## config.mk

```make
export PLATFORM = sky130hd
export DESIGN_NAME = ifetch
export DESIGN_NICKNAME = d
export VERILOG_FILES = /design/src/rtl/ifetch_pkg.sv /design/src/rtl/ifetch_ifq.sv /design/src/rtl/ifetch.sv
export SDC_FILE = /design/constraint.sdc
export NUM_CORES = 1
export LEC_CHECK = 0
export BUFFER_PORTS_ARGS = -buffer_cell sky130_fd_sc_hd__buf_4
export CORE_AREA = 8 8 174 176
export CTS_BUF_LIST = sky130_fd_sc_hd__clkbuf_4
export CTS_CLUSTER_SIZE = 40
export DETAILED_ROUTE_END_ITERATION = 7
export DIE_AREA = 0 0 182 184
export SYNTH_ARGS = -nofsm -noshare
export SYNTH_HDL_FRONTEND = slang
export SYNTH_SLANG_ARGS = --single-unit
```

## constraint.sdc

```tcl
create_clock -name clk -period 6.3 [get_ports clk]
set_input_delay 1.26 -clock clk [delete_from_list [all_inputs] [get_ports clk]]
set_output_delay 1.26 -clock clk [all_outputs]
set_load 0.02 [all_outputs]
```

## src/rtl/ifetch_pkg.sv

```systemverilog
// Shared types for the fetch stage: queue depth default, queue entry layout,
// and the word-alignment helper used for every fetch address.
package ifetch_pkg;

    localparam int IFQ_DEPTH = 2;

    typedef struct packed {
        logic [31:0] instr;
        logic [31:0] pc;
    } fetch_entry_t;

    function automatic logic [31:0] word_align(input logic [31:0] a);
        return {a[31:2], 2'b00};
    endfunction

endpackage

```

## src/rtl/ifetch_ifq.sv

```systemverilog
// Instruction queue: synchronous FIFO of fetch entries with single-cycle flush.
// Push while full is legal only together with a pop (caller guarantees it).
module ifq
    import ifetch_pkg::*;
#(
    parameter int DEPTH = IFQ_DEPTH
) (
    input  logic                   clk,
    input  logic                   reset,
    input  logic                   flush,
    input  logic                   push,
    input  logic                   pop,
    input  fetch_entry_t           din,
    output fetch_entry_t           dout,
    output logic [$clog2(DEPTH):0] count,
    output logic                   full,
    output logic                   empty
);
    localparam int AW = $clog2(DEPTH);

    fetch_entry_t          mem [DEPTH];
    logic         [AW-1:0] wptr, rptr;

    always_ff @(posedge clk or posedge reset) begin
        if (reset) begin
            wptr  <= '0;
            rptr  <= '0;
            count <= '0;
            for (int i = 0; i < DEPTH; i++) mem[i] <= '0;
        end else if (flush) begin
            wptr  <= '0;
            rptr  <= '0;
            count <= '0;
        end else begin
            if (push) begin
                mem[wptr] <= din;
                wptr      <= wptr + AW'(1);
            end
            if (pop) rptr <= rptr + AW'(1);
            case ({push, pop})
                2'b10:   count <= count + (AW+1)'(1);
                2'b01:   count <= count - (AW+1)'(1);
                default: count <= count;
            endcase
        end
    end

    assign dout  = mem[rptr];
    assign full  = (count == (AW+1)'(DEPTH));
    assign empty = (count == '0);

endmodule

```

## src/rtl/ifetch.sv

```systemverilog
// Fetch stage: fetch PC register plus control feeding the instruction queue.
// imem_a comes straight from the fpc register, so ready_i never reaches it.
module ifetch
    import ifetch_pkg::*;
#(
    parameter logic [31:0] RESET_PC = 32'h0000_0000,
    parameter int          DEPTH    = IFQ_DEPTH
) (
    input  logic        clk,
    input  logic        reset,
    output logic [31:0] imem_a,
    input  logic [31:0] imem_rd,
    input  logic        redirect,
    input  logic [31:0] redirect_pc,
    output logic        valid_o,
    input  logic        ready_i,
    output logic [31:0] instr_o,
    output logic [31:0] pc_o,
    output logic [31:0] pcplus8_o
);
    logic [31:0]           fpc;
    logic                  q_full, q_empty, deq, push, pop;
    logic [$clog2(DEPTH):0] q_count;
    fetch_entry_t          q_din, q_head;

    // A dequeue frees a slot on the same edge, so a full queue still fetches.
    assign deq  = valid_o & ready_i;
    assign push = (~q_full | deq) & ~redirect;
    assign pop  = ready_i & ~q_empty & ~redirect;

    always_ff @(posedge clk or posedge reset) begin
        if (reset)         fpc <= RESET_PC;
        else if (redirect) fpc <= word_align(redirect_pc);
        else if (push)     fpc <= fpc + 32'd4;
    end

    assign imem_a = word_align(fpc);
    assign q_din  = '{instr: imem_rd, pc: word_align(fpc)};

    ifq #(.DEPTH(DEPTH)) u_ifq (
        .clk   (clk),
        .reset (reset),
        .flush (redirect),
        .push  (push),
        .pop   (pop),
        .din   (q_din),
        .dout  (q_head),
        .count (q_count),
        .full  (q_full),
        .empty (q_empty)
    );

    assign valid_o   = (q_count != '0);
    assign instr_o   = q_head.instr;
    assign pc_o      = q_head.pc;
    assign pcplus8_o = q_head.pc + 32'd8;

endmodule

```

# After elaboration in Yosys (flattened, before gate mapping)
# Cells that the tools add are included.
# op_classes
n_addsub	6
order_cmp	3
eq_ne	3
n_mux	14
n_bitwise	10
n_reduce_logical	7
# ops
operator	count
$mux 64	4
$bwmux 128	1
$demux 64 s1	1
$mux 32	2
$add 32x3->32 const B	1
$add 32x4->32 const B	1
$reduce_bool 2->1	3
$and 1x1->1	4
$eq 2x2->1 const B	2
$ge 2x2->1 const B	2
$mux 1	4
$not 1->2	2
$pmux 2 s2	1
$not 1->1	3
$reduce_bool 3->1	1
$add 1x1->1 const B	2
$add 2x1->2 const B	1
$eq 2x1->1 const B	1
$logic_not 2->1	1
$lt 2x1->1 const B	1
$mux 2	1
$reduce_and 2->1	1
$sub 2x1->2 const B	1
$logic_and 1x1->1	1
$or 1x1->1	1
# word_totals
register_bits	164
output_inout_bits	129
wordCells	51

# Logic depth before layout (Yosys ltp)
# logic_depth
depth_word	7
mapped_depth	13
ltp_nobuf	8

# Modules after synthesis
# From an unflattened synthesis, not the netlist that was laid out.
# hier_totals
cells_unflattened	640
area_unflattened_um2	8298.0
# modules_own_cells
mod	n_inst	cells_per_inst	area_each_um2
ifq	1	362	6047.0
ifetch	1	278	2250.9

# Least setup slack after synthesis
# OpenSTA, ideal clock, no wires.
# synth_path
path_kind	reg-to-output
from	register u_ifq.rptr
to	output port pcplus8_o[23]
arrival_ns	3.035
t_required_ns	5.040
setup_slack_ns	2.005
stages_incl_launch_ff	14
n_path_buf	5
cell_sequence	dfrtp_1 -> buf_6 -> buf_6 -> buf_6 -> buf_2 -> buf_2 -> mux2i_1 -> inv_1 -> ha_1 -> inv_1 -> a211oi_4 -> and2_2 -> nor3b_2 -> xor2_1
# synth_via
elab_chain_cells	5
# synth_lines
element	line	rtl
from (decl)	ifetch_ifq.sv:22	logic [AW-1:0] wptr, rptr;
from (signal assigned)	ifetch_ifq.sv:39	if (pop) rptr <= rptr + AW'(1);
$not 1->2 (not written as such)	ifetch_ifq.sv:48	assign dout = mem[rptr];
$mux 64 (not written as such) (3 in series)	ifetch_ifq.sv:48	
net pc_o[3]	ifetch.sv:18	output logic [31:0] pc_o,
$add 32x4->32	ifetch.sv:56	assign pcplus8_o = q_head.pc + 32'd8;
to (decl)	ifetch.sv:19	output logic [31:0] pcplus8_o
# The timed path passes the listed nets, and every way through them passes these cells. The select of a mux whose other input is x is not followed.

# Worst setup path after layout
# layout_path
from	register u_ifq.rptr
to	output port pcplus8_o[26]
# layout_via
elab_chain_cells	5
# layout_lines
element	line
$not 1->2 (not written as such)	ifetch_ifq.sv:48
$mux 64 (not written as such) (3 in series)	ifetch_ifq.sv:48
$add 32x4->32	ifetch.sv:56
# No other way between the ends. The select of a mux whose other input is x is not followed.

==> impl_metrics.tcl <==
set metrics [dict create \
    status "complete, no violations" \
    grt_max_degree 111 \
    min_path_type "flop to flop" \
    clock_path_buffers 2 \
    leakage_nw 4.38 \
    slowest_delay_ns 0.91 \
    syn_area_per_cell_um2 12.1 \
    drv_cap 0 \
    cp_num_cells 7 \
    critPathLaunch "u_ifq.rptr" \
    end_kind "primary output" \
    worstSetupPathType "flop to primary output" \
    wl_mm 22.3 \
    cp.required_ns 5.04 \
    io_buffers 188 \
    crit_top_cell "buf_4" \
    synth_top_cell_by_area "dfrtp_1" \
    grt_first_pass_wirelength_mm 35.6 \
    yosys-top-cells-area "dfrtp_1, mux2_2, xor2_1" \
    rsz0062_at_grt "no" \
    arrival_ns 3.46 \
    grt_util_all_layers_pct 13.5 \
    slew_violations 0 \
    die-width_um 182 \
    stdcell_area_mm2 0.0101 \
    critPathLaunchType "flop" \
    ir_worst_vdd_mv 0.249 \
    root_buffer "clkbuf_4" \
    worst-path-max-fanout 57 \
    synth_seq_cells 158 \
    avgRoutedWirePerCell_um 18.5 \
    clkSlewWorstSetupHoldPaths_ns 0.14 \
    fin_tns_setup_ns 0 \
    endpoint "pcplus8_o[26]" \
    reg2reg_to "u_ifq.mem[21]" \
    final_cell_mix "buf_4, mux2_2, dfrtp_1" \
    synth_top_area_share_pct 48.6 \
    fp.dieH_um 184 \
    fill_cells 2769 \
    drt-vias-per-instance 4.72 \
    antenna_found_initial 2 \
    crit_slowest_cell "dfrtp_4" \
    gp_congestion 0.770 \
    r2r-start "u_ifq.count[0]" \
    syn-instance-count 673 \
    hold_buffers 0 \
    maxSlewHeadroom_pct 29.3 \
    num_io_pins 197 \
    cts_buffers 17 \
    fin_nets 918 \
    postCtsResizedCells 0 \
    critical_path_buf_inv_count 2 \
    period_share_pct 74.9 \
    num_vias 5689 \
    synth_edf_count 0 \
    ff_latch_area_mm2 0.00396 \
    critical_path.cell_chain "buf_4 > nand2_1 > o22ai_1 > nand3_2 > nor3_1 > xor2_1 > buf_4" \
    multiInputGateArea_mm2 0.00389 \
    globalRouteOverflowTotal 0 \
    place_area_mm2 0.00980 \
    layout_commonest_cell "buf_4" \
    cts_tree "built" \
    drive_above_1_share_pct 49.0 \
    coreArea_mm2 0.0275 \
    fmax_mhz 212 \
    ff2ff_setup_slack_ns 3.17 \
    ys_async_sr_fraction_pct 100 \
    ys_seq_area_share_pct 48.6 \
    dr.pass1.iters 6 \
    period_needed_ns 4.72 \
    hpwlAfterDp_mm 15.9 \
    h-tree-depth 4 \
    clock-sinks 158 \
    first_global_vias 6060 \
    postCtsSetupBuffers 0 \
    area_delta_synth_final_pct 24.4 \
    die-area_mm2 0.0335 \
    ant_nets 0 \
    rows 61 \
    yosysUniqueCellTypes 54 \
    tightest_slew_ns 1.06 \
    finalSetupViolations 0 \
    clock-skew-final_ns 0.0246 \
    p_per_area_mw_per_mm2 516 \
    initial_core_util_pct 29.6 \
    clk_latency_ns 0.54 \
    hold_violations 0 \
    drt-initial-drc-count 274 \
    r2r_cells 7 \
    drc_errors 0 \
    cp_top_family "flip-flops" \
    synth_flop_cell "dfrtp_1" \
    syn-cell-area_mm2 0.00814 \
    yosysWarnings 0 \
]
-- power breakdown --
group / switching, mW / internal (mW) / leakage (nW)
Clock: 0.391 / 0.314 / 0.160
Sequential: 0.359 / 1.44 / 1.90
Combinational: 1.40 / 1.32 / 2.32
Total: 2.15 / 3.08 / 4.38
-- worst register-to-register path, cell delays in order, from the launching register on --
cell and delay (ns):
dfrtp_1 0.38, inv_1 0.07, ha_1 0.20, nand2b_1 0.29, nand2_2 0.30, and3b_2 0.82
buf_4 0.55, mux2_2 0.43
-- worst min-delay path by stage --
stage,slack (ns),to,from,depth (start not counted)
detailed placement,0.48,u_ifq.mem[118],u_ifq.mem[118],1
floorplan,0.45,u_ifq.mem[118],u_ifq.mem[118],1
global placement,0.47,u_ifq.mem[118],u_ifq.mem[118],1
global route,0.53,u_ifq.mem[118],u_ifq.mem[118],1
CTS,0.51,u_ifq.mem[118],u_ifq.mem[118],1
finish,0.50,u_ifq.mem[118],u_ifq.mem[118],1
-- registers in the layout, indices dropped and copies added (netlist names) --
| register | flops |
|---|---|
| u_ifq.mem | 124 |
| u_ifq.wptr | 1 |
| fpc | 30 |
| u_ifq.rptr | 1 |
| u_ifq.count | 2 |
-- kinds of logic after synthesis --
family	Yosys count	synth area share (%)
AND/OR/NAND/NOR	157	11.0
other	1	0.0461
multiplexers	188	25.9
XOR/XNOR	56	6.03
AO/OA/AOI/OAI	50	4.01
flip-flops	158	48.6
adder cells (fa/ha/maj)	4	0.615
buffers and inverters	59	3.92
-- stage by stage --
step                      power, mW  hold WS (ns)  std cells  util (%)  setup slack, ns
final                          5.22         0.503       1205      36.8             1.58
after global routing           5.59         0.528       1205      36.8             1.26
after CTS                      5.32         0.510       1204      36.8             1.41
after detailed placement       4.59         0.477       1173      35.7             2.10
after global placement         4.55         0.473       1173      35.7             2.10
after floorplan                3.53         0.454        678         -            0.777
-- metal layers --
metal / routed length [um] / vias to the layer above / share of wire (%) / global-route usage, %
li1: - / 2715 / - / -
met3: 1540 / 12 / 6.9 / 4.53
met4: 226 / 2 / 1.0 / 3.35
met1: 10000 / 2819 / 45 / 17.3
met5: 13 / - / 0.058 / 0
met2: 10500 / 141 / 47 / 21.7
-- cells in the mapped netlist (2+ instances only) --
cell type,count
nand4_2,3
a31oi_1,2
dfrtp_1,158
mux2i_1,10
and3_1,4
nor2_1,18
o21ai_1,3
mux2_2,174
xnor2_1,22
nand2_1,55
a21oi_1,3
buf_6,3
and4_1,2
o21ai_0,31
and2_1,3
inv_1,16
clkbuf_1,7
buf_4,14
nand3_1,16
ha_1,4
nand4b_1,4
nand2b_1,5
buf_2,17
nor3_1,4
mux2_1,4
nor4_2,2
xor2_1,34
a211oi_2,3
nand4_1,27
-- area by class of cell --
cell class	instances	share of cell area (%)
Antenna cell	1	0.0247
Multi-Input combinational cell	461	38.5
Tap cell	346	4.28
Inverter	16	0.643
Clock buffer	17	1.26
Timing Repair Buffer	192	14.4
Sequential cell	158	39.1
Clock inverter	14	1.88
No activity file was read; power rests on OpenSTA's default activity.
